--- src/rtl/cam_update_ctrl_if.sv ---
// Handshake and bus bundle between the password-manager front end, the update
// controller, the shadow erase RAM and the CAM.
interface cam_update_ctrl_if #(
  parameter int DATA_WIDTH = 8,
  parameter int ADDR_WIDTH = 2
);
  logic                  req_valid;
  logic                  req_ready;
  logic [ADDR_WIDTH-1:0] req_addr;
  logic [DATA_WIDTH-1:0] req_data;
  logic                  req_del;

  logic                  er_write;
  logic [ADDR_WIDTH-1:0] er_addr;
  logic [DATA_WIDTH-1:0] er_data;
  logic                  er_erase;
  logic [DATA_WIDTH-1:0] er_old;

  logic                  cam_erase;
  logic                  cam_write;
  logic [ADDR_WIDTH-1:0] cam_addr;
  logic [DATA_WIDTH-1:0] cam_key;
  logic                  cam_ack;

  logic                  busy;
  logic                  done;
  logic                  err;

  // slave: the update controller
  modport slave (
    input  req_valid, req_addr, req_data, req_del,
    input  er_erase, er_old, cam_ack,
    output req_ready, er_write, er_addr, er_data,
    output cam_erase, cam_write, cam_addr, cam_key,
    output busy, done, err
  );

  // master: front end plus the CAM / erase-RAM pair driving the controller
  modport master (
    output req_valid, req_addr, req_data, req_del,
    output er_erase, er_old, cam_ack,
    input  req_ready, er_write, er_addr, er_data,
    input  cam_erase, cam_write, cam_addr, cam_key,
    input  busy, done, err
  );
endinterface

--- src/rtl/cam_update_ctrl.sv ---
// CAM key-update sequencer: swap into the shadow erase RAM, erase the old key
// from the CAM, then write the new key, with a per-command ack timeout.
module cam_update_ctrl #(
  parameter int DATA_WIDTH     = 8,
  parameter int ADDR_WIDTH     = 2,
  parameter int TIMEOUT_CYCLES = 15
) (
  input  logic             clk,
  input  logic             rst,
  cam_update_ctrl_if.slave bus
);
  localparam int CNT_W = $clog2(TIMEOUT_CYCLES + 1);
  localparam logic [CNT_W-1:0] CNT_LAST = CNT_W'(TIMEOUT_CYCLES - 1);

  typedef enum logic [2:0] {
    S_IDLE,
    S_SWAP,
    S_OLD,
    S_ERASE,
    S_WRITE,
    S_DONE
  } state_t;

  state_t                r_state;
  logic [ADDR_WIDTH-1:0] r_addr;
  logic [DATA_WIDTH-1:0] r_data;
  logic                  r_del;
  logic [CNT_W-1:0]      r_cnt;

  logic                  r_req_ready;
  logic                  r_er_write;
  logic [ADDR_WIDTH-1:0] r_er_addr;
  logic [DATA_WIDTH-1:0] r_er_data;
  logic                  r_cam_erase;
  logic                  r_cam_write;
  logic [ADDR_WIDTH-1:0] r_cam_addr;
  logic [DATA_WIDTH-1:0] r_cam_key;
  logic                  r_busy;
  logic                  r_done;
  logic                  r_err;

  assign bus.req_ready = r_req_ready;
  assign bus.er_write  = r_er_write;
  assign bus.er_addr   = r_er_addr;
  assign bus.er_data   = r_er_data;
  assign bus.cam_erase = r_cam_erase;
  assign bus.cam_write = r_cam_write;
  assign bus.cam_addr  = r_cam_addr;
  assign bus.cam_key   = r_cam_key;
  assign bus.busy      = r_busy;
  assign bus.done      = r_done;
  assign bus.err       = r_err;

  // Outputs are registered: each branch sets what the next state presents.
  always_ff @(posedge clk or negedge rst) begin
    if (!rst) begin
      r_state     <= S_IDLE;
      r_addr      <= '0;
      r_data      <= '0;
      r_del       <= 1'b0;
      r_cnt       <= '0;
      r_req_ready <= 1'b1;
      r_er_write  <= 1'b0;
      r_er_addr   <= '0;
      r_er_data   <= '0;
      r_cam_erase <= 1'b0;
      r_cam_write <= 1'b0;
      r_cam_addr  <= '0;
      r_cam_key   <= '0;
      r_busy      <= 1'b0;
      r_done      <= 1'b0;
      r_err       <= 1'b0;
    end else begin
      r_er_write <= 1'b0;
      r_done     <= 1'b0;
      case (r_state)
        S_IDLE: begin
          if (bus.req_valid) begin
            r_addr      <= bus.req_addr;
            r_data      <= bus.req_data;
            r_del       <= bus.req_del;
            r_er_write  <= 1'b1;
            r_er_addr   <= bus.req_addr;
            r_er_data   <= bus.req_del ? '0 : bus.req_data;
            r_req_ready <= 1'b0;
            r_busy      <= 1'b1;
            r_err       <= 1'b0;
            r_state     <= S_SWAP;
          end
        end

        S_SWAP: begin
          r_state <= S_OLD;
        end

        // Erase RAM presents the displaced key one cycle after the swap write.
        S_OLD: begin
          r_cnt <= '0;
          if (!bus.er_erase) begin
            r_err   <= 1'b1;
            r_done  <= 1'b1;
            r_state <= S_DONE;
          end else if (bus.er_old == '0) begin
            if (r_del) begin
              r_done  <= 1'b1;
              r_state <= S_DONE;
            end else begin
              r_cam_write <= 1'b1;
              r_cam_key   <= r_data;
              r_cam_addr  <= r_addr;
              r_state     <= S_WRITE;
            end
          end else begin
            r_cam_erase <= 1'b1;
            r_cam_key   <= bus.er_old;
            r_cam_addr  <= r_addr;
            r_state     <= S_ERASE;
          end
        end

        S_ERASE: begin
          if (bus.cam_ack) begin
            r_cam_erase <= 1'b0;
            r_cnt       <= '0;
            if (r_del) begin
              r_done  <= 1'b1;
              r_state <= S_DONE;
            end else begin
              r_cam_write <= 1'b1;
              r_cam_key   <= r_data;
              r_cam_addr  <= r_addr;
              r_state     <= S_WRITE;
            end
          end else if (r_cnt == CNT_LAST) begin
            r_cam_erase <= 1'b0;
            r_err       <= 1'b1;
            r_done      <= 1'b1;
            r_state     <= S_DONE;
          end else begin
            r_cnt <= r_cnt + 1'b1;
          end
        end

        S_WRITE: begin
          if (bus.cam_ack) begin
            r_cam_write <= 1'b0;
            r_done      <= 1'b1;
            r_state     <= S_DONE;
          end else if (r_cnt == CNT_LAST) begin
            r_cam_write <= 1'b0;
            r_err       <= 1'b1;
            r_done      <= 1'b1;
            r_state     <= S_DONE;
          end else begin
            r_cnt <= r_cnt + 1'b1;
          end
        end

        S_DONE: begin
          r_err       <= 1'b0;
          r_busy      <= 1'b0;
          r_req_ready <= 1'b1;
          r_state     <= S_IDLE;
        end

        default: begin
          r_state <= S_IDLE;
        end
      endcase
    end
  end
endmodule

--- src/flat_wrapper.sv ---
// flat-port wrapper written by rule: the top's interface ports become plain ports
module cam_update_ctrl_flat 
#(
  parameter int DATA_WIDTH     = 8,
  parameter int ADDR_WIDTH     = 2,
  parameter int TIMEOUT_CYCLES = 15
)
  (clk, rst, bus_req_valid, bus_req_addr, bus_req_data, bus_req_del, bus_er_erase, bus_er_old, bus_cam_ack, bus_req_ready, bus_er_write, bus_er_addr, bus_er_data, bus_cam_erase, bus_cam_write, bus_cam_addr, bus_cam_key, bus_busy, bus_done, bus_err);
  cam_update_ctrl_if #(.DATA_WIDTH(DATA_WIDTH), .ADDR_WIDTH(ADDR_WIDTH)) bus_i ();
  input  logic clk;
  input  logic rst;
  input wire logic [$bits(bus_i.req_valid)-1:0] bus_req_valid;
  input wire logic [$bits(bus_i.req_addr)-1:0] bus_req_addr;
  input wire logic [$bits(bus_i.req_data)-1:0] bus_req_data;
  input wire logic [$bits(bus_i.req_del)-1:0] bus_req_del;
  input wire logic [$bits(bus_i.er_erase)-1:0] bus_er_erase;
  input wire logic [$bits(bus_i.er_old)-1:0] bus_er_old;
  input wire logic [$bits(bus_i.cam_ack)-1:0] bus_cam_ack;
  output wire logic [$bits(bus_i.req_ready)-1:0] bus_req_ready;
  output wire logic [$bits(bus_i.er_write)-1:0] bus_er_write;
  output wire logic [$bits(bus_i.er_addr)-1:0] bus_er_addr;
  output wire logic [$bits(bus_i.er_data)-1:0] bus_er_data;
  output wire logic [$bits(bus_i.cam_erase)-1:0] bus_cam_erase;
  output wire logic [$bits(bus_i.cam_write)-1:0] bus_cam_write;
  output wire logic [$bits(bus_i.cam_addr)-1:0] bus_cam_addr;
  output wire logic [$bits(bus_i.cam_key)-1:0] bus_cam_key;
  output wire logic [$bits(bus_i.busy)-1:0] bus_busy;
  output wire logic [$bits(bus_i.done)-1:0] bus_done;
  output wire logic [$bits(bus_i.err)-1:0] bus_err;
  assign bus_i.req_valid = bus_req_valid;
  assign bus_i.req_addr = bus_req_addr;
  assign bus_i.req_data = bus_req_data;
  assign bus_i.req_del = bus_req_del;
  assign bus_i.er_erase = bus_er_erase;
  assign bus_i.er_old = bus_er_old;
  assign bus_i.cam_ack = bus_cam_ack;
  assign bus_req_ready = bus_i.req_ready;
  assign bus_er_write = bus_i.er_write;
  assign bus_er_addr = bus_i.er_addr;
  assign bus_er_data = bus_i.er_data;
  assign bus_cam_erase = bus_i.cam_erase;
  assign bus_cam_write = bus_i.cam_write;
  assign bus_cam_addr = bus_i.cam_addr;
  assign bus_cam_key = bus_i.cam_key;
  assign bus_busy = bus_i.busy;
  assign bus_done = bus_i.done;
  assign bus_err = bus_i.err;
  cam_update_ctrl #(.DATA_WIDTH(DATA_WIDTH), .ADDR_WIDTH(ADDR_WIDTH), .TIMEOUT_CYCLES(TIMEOUT_CYCLES)) u_core (.clk(clk), .rst(rst), .bus(bus_i));
endmodule
--- config.mk ---
export PLATFORM = sky130hd
export DESIGN_NAME = cam_update_ctrl_flat
export DESIGN_NICKNAME = d
export VERILOG_FILES = /design/src/rtl/cam_update_ctrl_if.sv /design/src/rtl/cam_update_ctrl.sv /design/src/flat_wrapper.sv
export SDC_FILE = /design/constraint.sdc
export NUM_CORES = 1
export LEC_CHECK = 0
export CORE_UTILIZATION = 45
export CTS_CLUSTER_DIAMETER = 100
export DETAILED_ROUTE_END_ITERATION = 10
export MAX_ROUTING_LAYER = met4
export PLACE_DENSITY = 0.76
export SETUP_SLACK_MARGIN = 0.4
export SYNTH_ARGS = -nofsm -noshare
export SYNTH_HDL_FRONTEND = slang
export SYNTH_SLANG_ARGS = --single-unit
--- constraint.sdc ---
create_clock -name clk -period 3.2 [get_ports clk]
set_input_delay 0.64 -clock clk [delete_from_list [all_inputs] [get_ports clk]]
set_output_delay 0.64 -clock clk [all_outputs]
set_load 0.02 [all_outputs]
==> results.ini <==
[logic_synthesis]
synthCells = 216
synth.avg_cell_area_um2 = 9.56
ys.flop_type = dfrtp_1
synth_edf_count = 0
netlist_area_um2 = 2070
synth_top_area_cell = dfrtp_1
ys_seq_area_share_pct = 52.2
yosysMostFrequentCell = nand2_1
synth_nets = 242
synth_common_cells = nand2_1, dfrtp_1, a221o_1
ys_ff_latch = 43
yosys-top-cells-area = dfrtp_1, nand2_1, a221o_1
synth_top_area_share_pct = 50.9
synth_cell_type_count = 41
synth-async-reset-ratio_pct = 100
ys.warnings.count = 0

[timing]
post-route-period-util_pct = 73.5
rsz0062_at_grt = false
setup_violations = 0
slew_headroom_pct = 35.7
worst_slack_ns = 0.847
clock_skew_ns = 0.0115
final.setup.tns_ns = 0
period_needed_ns = 2.35
finalHoldViolCount = 0
drv_slew = 0
tightest_slew_ns = 0.964
fmax_ghz = 0.425

[die]
pin_count = 51
core_area_um2 = 4380
std_cell_rows = 24
fp.dieW_um = 69.8
die-area_um2 = 4870
die_h_um = 69.8
start_util_pct = 47.1

[cts]
ctsResizeCount = 0
path_clk_slew_ns = 0.08
cts_tree = done
hold_buffers = 0
root_buffer = clkbuf_8
cts_sinks = 43
cts_buffer_depth = 2
cts_setup_buffers = 0
htreeDepth = 2
numCtsBuffers = 5
clk_latency_ns = 0.30

[critical_path]
r2r_slack_ns = 1.21
startpoint_type = input pin
cp-end-kind = flop
path_max_fanout = 10
worstPathRequired_ns = 3.38
critPathKind = input pin to flop
arrival_ns = 2.53

[cells_and_area]
drive_above_1_share_pct = 7.92
nets = 290
n_antenna_cell = 0
fin_util_pct = 61.1
area.growth.synth_to_final_pct = 29.7
fillCellCount = 391

[grt]
top_usage_layer = met2
grt_first_pass_wirelength_um = 8110
grt_max_degree = 44
grt-ovfl-total = 0
use_met1_pct = 30.8
antenna_found_initial = 0
grtUsageTotal_pct = 21.4
use_met2_pct = 30.9
gr-usage-met3_pct = 4.65
grt_pass1_vias = 1668

[power]
ir_worst_vdd_mv = 0.477
p_leak_uw = 0.00124
powerDensity_nw_per_um2 = 907

[routing]
ant_nets = 0
dr.first_iter.drc_count = 123
vias_per_cell = 5.50
vias = 1743
wl_per_cell_um = 14.8
wl_um = 4700
route.detailed.drc = 0
first_pass_iters = 4

[run]
cap_violations = 0

[min_path]
hp-class = flop to flop

[placement]
gp_congestion = 0.760
io_buffers = 50
pre_cts_slack_ns = 0.539
hpwlAfterDp_um = 3240

[status]
outcome = complete, no violations

[critical path, cell delays in order]
cell and delay (ns):
clkdlybuf4s50_1 0.42, or4_4 0.56, nor2_2 0.19, a211o_1 0.36, mux2_1 0.36
[flip-flops by register name, summed over array words and instances (netlist names), 2 cells and up]
| name | flops |
|---|---|
| u_core.r_cnt | 4 |
| u_core.r_state | 3 |
| u_core.bus.cam_key | 8 |
| u_core.r_addr | 2 |
| u_core.bus.er_data | 8 |
| u_core.r_data | 8 |
| u_core.bus.cam_addr | 2 |
[metrics by stage]
stage | hold slack (ns) | area, um^2 | instances | total power, uW
final | 0.469 | 2680 | 317 | 2430
after global routing | 0.502 | 2680 | 317 | 2610
after CTS | 0.477 | 2680 | 317 | 2450
after detailed placement | 0.458 | 2600 | 309 | 2110
after global placement | 0.452 | 2600 | 309 | 2080
after floorplan | 0.344 | 2070 | 216 | 1630
[cell usage in the layout (no fill, tap or decap), drive strengths merged, types with 3 or more instances in the layout]
master / n
nor3b: 3
nand2b: 4
clkdlybuf4s50: 49
and3: 8
clkinv: 3
nand3b: 9
a221o: 10
nor2: 9
nand3: 3
nand2: 59
o21ai: 7
dfrtp: 42
clkbuf: 5
buf: 4
a31oi: 3
a21oi: 9
inv: 8
[area by class of cell]
| cell class | instances | area [um^2] | area share [%] |
|---|---|---|---|
| sequential | 43 | 1080 | 40.2 |
| multi-input combinational | 153 | 906 | 33.8 |
| timing repair buffer | 53 | 518 | 19.3 |
| clock buffer | 5 | 68.8 | 2.57 |
| tap | 52 | 65.1 | 2.43 |
| inverter | 8 | 30.0 | 1.12 |
| clock inverter | 3 | 15.0 | 0.560 |
[cells by family (layout without fill, tap and decap cells)]
logic type | count (synthesis) | count (layout) | share of synthesized area, %
compound gates | 45 | 45 | 16.6
fa+ha+maj | 2 | 2 | 1.21
buf+inv | 20 | 69 | 4.00
flops | 43 | 43 | 52.2
mux | 2 | 2 | 1.09
simple gates | 104 | 104 | 25.0
[final timing paths]
kind / startpoint / to / depth (start not counted)
worst max-delay path: bus_er_old[4] / u_core.bus.cam_addr[1] / 5
worst min-delay path: u_core.bus.er_data[5] / u_core.bus.er_data[5] / 2
worst max register to register: u_core.r_state[0] / u_core.bus.cam_key[0] / 5
worst min register to register: u_core.bus.er_data[5] / u_core.bus.er_data[5] / 2
max in group asynchronous: rst / u_core.bus.cam_addr[0] / 1
min in group asynchronous: rst / u_core.bus.done / 1
[metal layers]
metal  vias up  share of wire [%]
li1        847                  -
met1       841                 47
met2        50                 47
met3         5                4.8
met4         0                1.2
met5         -                  0
[where the power goes]
part | total (uW) | switching, uW | internal (uW) | leakage (uW)
Combinational | 1110 | 579 | 529 | 0.000650
Sequential | 985 | 208 | 777 | 0.000545
Clock | 337 | 187 | 150 | 0.0000477
Total | 2430 | 974 | 1460 | 0.00124
(Power assumes the default switching activity.)
